<file path="config.mk">
export PLATFORM = sky130hd
export DESIGN_NAME = pin_sequencer
export DESIGN_NICKNAME = d
export VERILOG_FILES = /design/src/rtl/pin_sequencer.sv
export SDC_FILE = /design/constraint.sdc
export NUM_CORES = 1
export LEC_CHECK = 0
export CELL_PAD_IN_SITES_DETAIL_PLACEMENT = 1
export CELL_PAD_IN_SITES_GLOBAL_PLACEMENT = 2
export CORE_MARGIN = 2
export CORE_UTILIZATION = 33
export DETAILED_ROUTE_END_ITERATION = 12
export PLACE_DENSITY_LB_ADDON = 0.1
export SYNTH_ARGS = -nofsm -noshare
export SYNTH_HDL_FRONTEND = slang
export SYNTH_SLANG_ARGS = --single-unit
</file>
<file path="constraint.sdc">
create_clock -name clk -period 2.86 [get_ports clk]
set_input_delay 0.429 -clock clk [delete_from_list [all_inputs] [get_ports clk]]
set_output_delay 0.429 -clock clk [all_outputs]
set_load 0.01 [all_outputs]
</file>
<file path="src/rtl/pin_sequencer.sv">
`default_nettype none
// ============================================================================
// pin_sequencer : WIDTH-bit pin bank driven by valid/ready commands
//                 (set / clear / toggle / masked write / timed pulse).
// Optional macro PIN_SEQUENCER_LEGACY_TOGGLE_EN adds an edge-triggered toggle.
// Revision: 1.0
// ============================================================================
module pin_sequencer #(
  parameter int                 WIDTH       = 64,
  parameter int                 PULSE_W     = 16,
  parameter logic [WIDTH-1:0]   RESET_VALUE = {WIDTH{1'b0}}
) (
  input  logic               clk,
  input  logic               rst,
  input  logic               cmd_valid,
  output logic               cmd_ready,
  input  logic [2:0]         cmd_op,
  input  logic [WIDTH-1:0]   cmd_mask,
  input  logic [WIDTH-1:0]   cmd_data,
  input  logic [PULSE_W-1:0] cmd_len,
`ifdef PIN_SEQUENCER_LEGACY_TOGGLE_EN
  input  logic [WIDTH-1:0]   toggle_mask,
  input  logic               toggle_enable,
`endif
  output logic [WIDTH-1:0]   output_pins,
  output logic               busy,
  output logic               pulse_done
);

  localparam logic [2:0] OP_SET    = 3'd1;
  localparam logic [2:0] OP_CLR    = 3'd2;
  localparam logic [2:0] OP_TOGGLE = 3'd3;
  localparam logic [2:0] OP_WRITE  = 3'd4;
  localparam logic [2:0] OP_PULSE  = 3'd5;

  localparam logic [PULSE_W-1:0] CNT_ONE = {{(PULSE_W-1){1'b0}}, 1'b1};

  typedef enum logic [0:0] {
    IDLE  = 1'b0,
    PULSE = 1'b1
  } state_t;

  state_t             state;
  logic [PULSE_W-1:0] counter;
  logic [WIDTH-1:0]   pulse_mask;
  logic [WIDTH-1:0]   pins_next;
  logic [PULSE_W-1:0] len_eff;
  logic               accept;

  assign cmd_ready = ~busy & ~rst;
  assign accept    = cmd_valid & cmd_ready;
  // A zero length still produces a one-cycle pulse.
  assign len_eff   = (cmd_len == '0) ? CNT_ONE : cmd_len;

`ifdef PIN_SEQUENCER_LEGACY_TOGGLE_EN
  logic toggle_prev;

  always_ff @(posedge clk) begin
    if (rst) toggle_prev <= 1'b0;
    else     toggle_prev <= toggle_enable;
  end
`endif

  always_comb begin
    pins_next = output_pins;
    if (state == IDLE) begin
      if (accept) begin
        case (cmd_op)
          OP_SET:    pins_next = output_pins | cmd_mask;
          OP_CLR:    pins_next = output_pins & ~cmd_mask;
          OP_TOGGLE: pins_next = output_pins ^ cmd_mask;
          OP_WRITE:  pins_next = (output_pins & ~cmd_mask) | (cmd_data & cmd_mask);
          OP_PULSE:  pins_next = output_pins ^ cmd_mask;
          default:   pins_next = output_pins;
        endcase
      end
    end else if (counter == CNT_ONE) begin
      pins_next = output_pins ^ pulse_mask;
    end
`ifdef PIN_SEQUENCER_LEGACY_TOGGLE_EN
    // Legacy toggle lands on top of whatever the command/restore produced.
    if (toggle_enable & ~toggle_prev) pins_next = pins_next ^ toggle_mask;
`endif
  end

  always_ff @(posedge clk) begin
    if (rst) begin
      output_pins <= RESET_VALUE;
      busy        <= 1'b0;
      pulse_done  <= 1'b0;
      counter     <= '0;
      pulse_mask  <= '0;
      state       <= IDLE;
    end else begin
      output_pins <= pins_next;
      pulse_done  <= 1'b0;
      case (state)
        IDLE: begin
          if (accept && (cmd_op == OP_PULSE)) begin
            pulse_mask <= cmd_mask;
            counter    <= len_eff;
            busy       <= 1'b1;
            state      <= PULSE;
          end
        end
        PULSE: begin
          if (counter == CNT_ONE) begin
            counter    <= '0;
            busy       <= 1'b0;
            pulse_done <= 1'b1;
            state      <= IDLE;
          end else begin
            counter <= counter - CNT_ONE;
          end
        end
        default: state <= IDLE;
      endcase
    end
  end

endmodule
`default_nettype wire

</file>
Yosys cells after proc, flatten, opt, wreduce, memory -nomap -nowiden

Cells that the tools add are included.
Widths: inputs -> output; s select.

Register bits: 147
Input port bits: 150
Output and inout port bits: 67
Word-level logic and storage cells: 51

Add/sub/neg operators: 1
Eq/ne operators: 8
Mux-type cells: 15
Bitwise logic cells: 12
Reduce and logical (&&, ||, !) cells: 9

Operator list:

| kind                  | count |
|---|---|
| $pmux 64 s4           | 1 |
| $mux 64               | 3 |
| $and 64x64->64        | 2 |
| $or 64x64->64         | 2 |
| $xor 64x64->64        | 2 |
| $not 64->64           | 1 |
| $mux 16               | 3 |
| $pmux 16 s2           | 1 |
| $eq 16x1->1 const B   | 1 |
| $logic_not 16->1      | 1 |
| $sub 16x1->16 const B | 1 |
| $eq 3x2->1 const B    | 2 |
| $eq 3x3->1 const B    | 2 |
| $mux 1                | 5 |
| $reduce_bool 5->1     | 1 |
| $ne 2x1->1 const B    | 2 |
| $pmux 1 s2            | 2 |
| $reduce_and 2->1      | 2 |
| $reduce_or 2->1       | 2 |
| $eq 3x1->1 const B    | 1 |
| $not 1->1             | 3 |
| $reduce_and 3->1      | 1 |
| $and 1x1->1           | 2 |
| $reduce_bool 2->1     | 1 |
| $logic_and 1x1->1     | 1 |

Depth between registers and ports, before layout

Gate-level depths: netlist of run 1.

Word-level depth: 6
Depth in mapped cells: 10
Gate-level depth less buffers: 7

Worst setup path before layout of run 1

No wires, ideal clock.

Path kind: input-to-reg
From: in rst
To: reg output_pins[57]
Setup time: 92 ps
Arrival: 1879 ps
Path slack: 889 ps
Stages on the path: 8
Cells stage by stage: nor3b_1 nor4bb_1 a21oi_2 buf_6 or2_1 buf_6 buf_6 o32ai_1

Cells in the longest elaborated chain, start to end: 5

RTL lines:

| what                               | line | text |
|---|---|---|
| start, declared                    | 14   | `input logic rst,` |
| $not 1->1                          | 50   | `assign cmd_ready = ~busy & ~rst;` |
| $and 1x1->1                        | 50   |  |
| $and 1x1->1                        | 51   | `assign accept = cmd_valid & cmd_ready;` |
| $reduce_bool 2->1 (no source line) | --   |  |
| $reduce_and 3->1 (no source line)  | --   |  |
| end signal, assigned               | 95   | `output_pins <= pins_next;` |
| end, declared                      | 25   | `output logic [WIDTH-1:0] output_pins,` |

Parallel ways exist; a longest one is shown, timed or not.
A chain may end at the register's enable or synchronous reset.

Final worst setup path of run 1

From: reg counter[8]
To: reg output_pins[18]

Cells in the longest elaborated chain, start to end: 3

RTL lines:

| what                              | line | text |
|---|---|---|
| start, declared                   | 44   | `logic [PULSE_W-1:0] counter;` |
| start signal, assigned            | 101  | `counter <= len_eff;` |
| start signal, assigned            | 113  | `counter <= counter - CNT_ONE;` |
| $eq 16x1->1                       | 77   | `end else if (counter == CNT_ONE) begin` |
| $ne 2x1->1 (no source line)       | --   |  |
| $reduce_and 3->1 (no source line) | --   |  |

Every way passes these cells.

==> flow_summary.yaml, run 1 <==
outcome:
  status: "finished clean"
clock_tree:
  clk_path_buf_depth: 2
  htreeDepth: 4
  cts_tree: "built"
  post-cts-setup-buffers: 0
  clockRootBuffer: "clkbuf_16"
  cts_buffers: 17
  clkLatencyLatePin_ps: 440
  cts_sinks: 147
  cts.clk_slew.worst_paths_ps: 70
  cts_resized: 0
  cts_hold_buffers: 0
layout:
  areaGrowthSynthToFinish_pct: 29.78
  drive_above_1_share: 0.05110
  postLayoutCoreUtil: 0.4324
  nets: 1852
  antenna_cells: 0
  fill_cells: 4010
sta:
  skew_ps: 10.42
  slew_headroom: 0.4780
  rsz0062_at_grt: "false"
  drv_slew: 0
  hold_viol: 0
  finalSetupTns_ps: 0
  tightest_slew_ps: 780.1
  fmax_mhz: 462.1
  finalCritPeriodShare: 0.7566
  fin_crit_ps: 2164
  setup_viol: 0
global_route:
  grt_pass1_wl_um: 62420
  grt_pass1_vias: 11500
  grt-ovfl-total: 0
  grtUsageTotal: 0.2183
  grt_antenna_before_repair: 0
  grt_start_max_net_pins: 150
routing:
  drtIter0Drc: 425
  vias: 10910
  drc: 0
  drt_wl_total_um: 38250
  ant_nets: 0
  vias_per_cell: 5.365
  drt_first_pass_iters: 4
  wl_per_cell_um: 18.81
synthesis:
  synth_area_leader_cell: "dfxtp_1"
  synth-async-reset-ratio: 0
  synth_top_area_frac: 0.2647
  yosys_warnings: 0
  synth_enable_flop_cells: 0
  ys_seq_area_frac: 0.2647
  synthFlopType: "dfxtp_1"
  synth_area_sq_um: 11120
  avgSynthCellArea_sq_um: 7.823
  syn_inst: 1421
  synth_area_leaders: "dfxtp_1 (26%), ha_1 (15%), a21oi_1 (8.6%)"
  ys_types: 53
  synth_nets: 1701
  ys_seq_elements: 147
critical_path:
  cp-end-kind: "register"
  arrival_ps: 2450
  critPathKind: "register to register"
  cp-start-kind: "register"
  cp.required_ps: 3140
  path_max_fanout: 47
power:
  ir_drop_mv: 0.4261
  power_density_nw_per_um2: 432.6
  p_leak_nw: 5.722
floorplan:
  core_area_sq_um: 33360
  start_util: 0.3332
  dieWidth_um: 187.5
  ios: 217
  fp.dieH_um: 187.5
  die-area_sq_um: 35170
  fp-row-count: 67
placed_design:
  numPortBuffers: 216
  gp_congestion: 0.7437
  dp_hpwl_um: 25040
run:
  max_cap_violations: 0
worst_hold_path:
  hold_path.class: "register to register"
==> kinds of logic (layout without fill, tap and decap cells) <==
logic type | Yosys count | in the layout | synth area share
AO/OA/AOI/OAI | 492 | 492 | 0.2942
AND/OR/NAND/NOR | 315 | 315 | 0.1403
buffers and inverters | 269 | 433 | 0.09364
flip-flops | 147 | 147 | 0.2647
adder cells (fa/ha/maj) | 130 | 130 | 0.1463
multiplexers | 64 | 64 | 0.05762
XOR/XNOR | 4 | 4 | 0.003152
==> per-stage QoR <==
stage	instance area [sq um]	setup slack [ps]	hold slack [ps]	cells	total power, mW
global placement	13770	256.7	442.4	2001	3.670
CTS	14430	691.5	456.4	2033	6.312
finish	14430	696.0	456.5	2033	6.241
floorplan	11120	888.8	436.3	1421	3.036
global route	14430	470.7	474.7	2033	6.562
detailed placement	13770	240.5	447.7	2001	3.701
==> flip-flops by register name, summed over array words and instances (netlist names) <==
signal       flops
busy             1
pulse_mask      64
pulse_done       1
output_pins     64
state            1
counter         16
==> final timing paths <==
| kind | startpoint | to | slack (ps) | cells past startpoint |
|---|---|---|---|---|
| worst max register to register | counter[8] | output_pins[18] | 700 | 6 |
| worst min register to register | pulse_mask[28] | pulse_mask[28] | 460 | 2 |
| worst min-delay path | pulse_mask[28] | pulse_mask[28] | 460 | 2 |
| worst max-delay path | counter[8] | output_pins[18] | 700 | 6 |
==> per-layer routing <==
layer	wire, um	track usage	vias to the layer above	share of wire
met5	0	0	-	0
met4	284	0.03604	0	0.0074
met3	1400	0.03893	15	0.037
met2	18300	0.3754	184	0.48
met1	18260	0.2894	5357	0.48
li1	-	-	5352	-
==> final cells by class <==
| cell class | count | area, sq um | area share |
|---|---|---|---|
| Inverter | 156 | 585.6 | 0.04059 |
| Tap cell | 448 | 560.5 | 0.03885 |
| Clock buffer | 22 | 485.5 | 0.03365 |
| Timing Repair Buffer | 245 | 2512 | 0.1741 |
| Sequential cell | 147 | 2947 | 0.2042 |
| Clock inverter | 10 | 175.2 | 0.01214 |
| Multi-Input combinational cell | 1005 | 7162 | 0.4964 |
==> report_power, final <==
group	internal (mW)	leakage [nW]	total, mW	switching [mW]
Combinational	0.704	4.20	1.43	0.729
Clock	1.64	0.329	2.59	0.946
Sequential	2.12	1.19	2.22	0.101
==> critical path, stage by stage (launching register included) <==
cell     delay [ps]
dfxtp_1         400
nor4_4          480
and4_4          350
a21oi_4          80
buf_4           310
o21ai_0         250
a21oi_1          90
==> synth_stat cells, drive strengths merged, types with 4 or more instances <==
cell and number:
dfxtp 147, o21a 10, inv 156, o221ai 47, o311ai 10, nor4 8, mux2i 64, a21oi 193
nor3b 4, nand2 133, a2bb2oi 56, o221a 7, o21ai 59, o32ai 23, nand4 4, a211oi 13
clkbuf 95, nor2b 50, nor2 27, nand3b 11, a21o 47, buf 18, a31oi 8, a22oi 5
nor3 10, nand3 53, ha 130
==> cells in the final DEF, fill, tap and decap left out, types with 49 or more instances in the layout <==
cell type	synthesis	layout
ha_1	130	130
dfxtp_1	147	146
nor2b_1	50	49
nand2_1	133	133
mux2i_1	64	64
a2bb2oi_1	56	56
inv_1	156	156
o21ai_0	59	59
clkdlybuf4s50_1	0	214
a21oi_1	192	192
nand3_1	53	53
(Power assumes the default switching activity.)
==> run 2, diff against run 1 <==
--- a/config.mk
+++ b/config.mk
@@ -8,7 +8,7 @@
 export CELL_PAD_IN_SITES_DETAIL_PLACEMENT = 1
 export CELL_PAD_IN_SITES_GLOBAL_PLACEMENT = 2
 export CORE_MARGIN = 2
-export CORE_UTILIZATION = 33
+export CORE_UTILIZATION = 31
 export DETAILED_ROUTE_END_ITERATION = 12
 export PLACE_DENSITY_LB_ADDON = 0.1
 export SYNTH_ARGS = -nofsm -noshare
==> constraint.sdc (replaced) <==
create_clock -name clk -period 2.2 [get_ports clk]
set_input_delay 0.33 -clock clk [delete_from_list [all_inputs] [get_ports clk]]
set_output_delay 0.33 -clock clk [all_outputs]
set_load 0.01 [all_outputs]
==> run 2 against run 1 <==
- clock power is 6% higher
- fmax up 4.4%
- power rose by 22%
- utilization down 1.4 points
- sequential share of layout area down 0.56 points
- critical path depth increased by 2
- routed wire length up 1.7%
- critical path type unchanged
- critical endpoint is now output_pins[17]
==> flow_summary.yaml, run 2 (synthesized netlist as in run 1, its figures left out) <==
power:
  p_leak_nw: 5.959
  power_density_nw_per_um2: 512.1
  ir_drop_mv: 0.5381
clock_tree:
  cts_sinks: 147
  post-cts-setup-buffers: 0
  cts_hold_buffers: 0
  htreeDepth: 4
  clockRootBuffer: "clkbuf_16"
  cts_buffers: 17
  cts.clk_slew.worst_paths_ps: 60
  cts_tree: "built"
  clkLatencyLatePin_ps: 440
  clk_path_buf_depth: 2
routing:
  vias_per_cell: 5.308
  drt_first_pass_iters: 5
  drtIter0Drc: 422
  ant_nets: 0
  vias: 11110
  wl_per_cell_um: 18.58
  drt_wl_total_um: 38910
  drc: 0
global_route:
  grt_pass1_vias: 11580
  grt.met3_usage: 0.02842
  grt_start_max_net_pins: 149
  use_met1: 0.2765
  grt-ovfl-total: 0
  grt_antenna_before_repair: 0
  gr-usage-met2: 0.3537
  grt_pass1_wl_um: 63020
  grtUsageTotal: 0.2062
  busiest_layer: "met2"
worst_hold_path:
  min-delay-start: "pulse_mask[19]"
  worstHoldEndpoint: "pulse_mask[19]"
  hold_path.class: "register to register"
  min_path_cells: 2
sta:
  postLayoutSetupSlackWorst_ps: 126.6
  setup_viol: 0
  slew_headroom: 0.3933
  fin_crit_ps: 2073
  fmax_mhz: 482.3
  drv_slew: 0
  hold_viol: 0
  rsz0062_at_grt: "false"
  finalCritPeriodShare: 0.9424
  tightest_slew_ps: 906.7
  hold_slack_ps: 456.9
  skew_ps: 8.478
floorplan:
  fp-row-count: 69
  fp.dieH_um: 193.4
  start_util: 0.3133
  core_area_sq_um: 35480
  ios: 217
  die-area_sq_um: 37390
  dieWidth_um: 193.4
critical_path:
  path_max_fanout: 45
  cp-start-kind: "register"
  worst-path-buf-inv: 2
  reg2reg_to: "output_pins[17]"
  critPathKind: "register to register"
  path_cells: "inv_1 > ha_1 > nor3b_1 > and4_4 > a21oi_4 > buf_12 > a21oi_1 > o32ai_1"
  ff2ff_setup_slack_ps: 130
  ff2ff_path_depth: 8
  cp_slowest_cell: "dfxtp_1"
  crit_path_max_incr_delay_ps: 380
  cp-end-kind: "register"
  timing.rr.start: "counter[1]"
  cp_top_family: "compound AO/OA/AOI/OAI gates"
  arrival_ps: 2410
  cp.required_ps: 2540
placed_design:
  pre_cts_slack_ps: -208.0
  gp_congestion: 0.7648
  numPortBuffers: 216
  dp_hpwl_um: 26360
layout:
  mostFrequentLayoutCells: "clkdlybuf4s50_1 (214), a21oi_1 (192), inv_1 (156)"
  areaGrowthSynthToFinish_pct: 33.43
  fill_cells: 4244
  mostFrequentLayoutCell: "clkdlybuf4s50_1"
  multiInputGateArea_sq_um: 7163
  antenna_cells: 0
  nets: 1901
  regArea_sq_um: 2947
  drive_above_1_share: 0.08022
  largestRegisters: "output_pins: 64 flops, pulse_mask: 64 flops, counter: 16 flops"
run:
  max_cap_violations: 0
outcome:
  status: "finished clean"
[run 2: layer usage]
metal / wire, um / vias up
met5: 0 / -
met4: 286 / 0
met3: 1029 / 15
met2: 18420 / 186
met1: 19180 / 5453
li1: - / 5460
[run 2: area by class of cell]
class	count	area share
clock inverter	10	0.004049
sequential	147	0.1987
timing repair buffer	294	0.2043
inverter	156	0.03948
multi-input combinational	1005	0.4829
tap	461	0.03889
clock buffer	21	0.03172
[run 2: what timing repair did]
action	in CTS	in global routing
endpoints found under the hold margin	0	0
endpoints found under the setup margin	0	9
gates resized for setup	0	1
[run 2: worst max-delay path by stage]
stage,cells after the start,end,startpoint
floorplan,8,output_pins[57],busy
global placement,6,counter[7],cmd_len[11]
detailed placement,6,counter[3],cmd_len[11]
CTS,7,counter[10],counter[1]
global route,8,output_pins[60],counter[1]
finish,8,output_pins[17],counter[1]
[run 2: worst register-to-register path: stages (launching register included)]
cell     delay, ps
dfxtp_1        380
inv_1          100
ha_1           210
nor3b_1        160
and4_4         220
a21oi_4        290
buf_12         270
a21oi_1         80
o32ai_1        260
[run 2: stage by stage]
stage | utilization | setup TNS (ps) | cells | cell area (sq um) | total power, mW
3_3_place_gp | 0.4030 | -10290 | 2063 | 14300 | 4.884
4_1_cts | 0.4180 | 0 | 2094 | 14830 | 7.721
2_1_floorplan | - | 0 | 1421 | 11120 | 3.947
5_1_grt | 0.4180 | 0 | 2094 | 14830 | 8.021
6_report | 0.4180 | 0 | 2094 | 14830 | 7.596
3_5_place_dp | 0.4030 | -10150 | 2063 | 14300 | 4.923
[run 2: power breakdown]
| part | internal, mW | leakage, nW | switching (mW) |
|---|---|---|---|
| sequential | 2.76 | 1.19 | 0.126 |
| combinational | 1.01 | 4.50 | 0.968 |
| clock | 1.51 | 0.268 | 1.23 |
==> run 3, diff against run 2 <==
--- a/config.mk
+++ b/config.mk
@@ -5,10 +5,12 @@
 export SDC_FILE = /design/constraint.sdc
 export NUM_CORES = 1
 export LEC_CHECK = 0
+export ABC_AREA = 0
 export CELL_PAD_IN_SITES_DETAIL_PLACEMENT = 1
 export CELL_PAD_IN_SITES_GLOBAL_PLACEMENT = 2
 export CORE_MARGIN = 2
 export CORE_UTILIZATION = 31
+export CTS_CLUSTER_DIAMETER = 60
 export DETAILED_ROUTE_END_ITERATION = 12
 export PLACE_DENSITY_LB_ADDON = 0.1
 export SYNTH_ARGS = -nofsm -noshare
==> results of run 3 <==
Same layout as run 2: the final DEF is identical, and so are final timing and power.
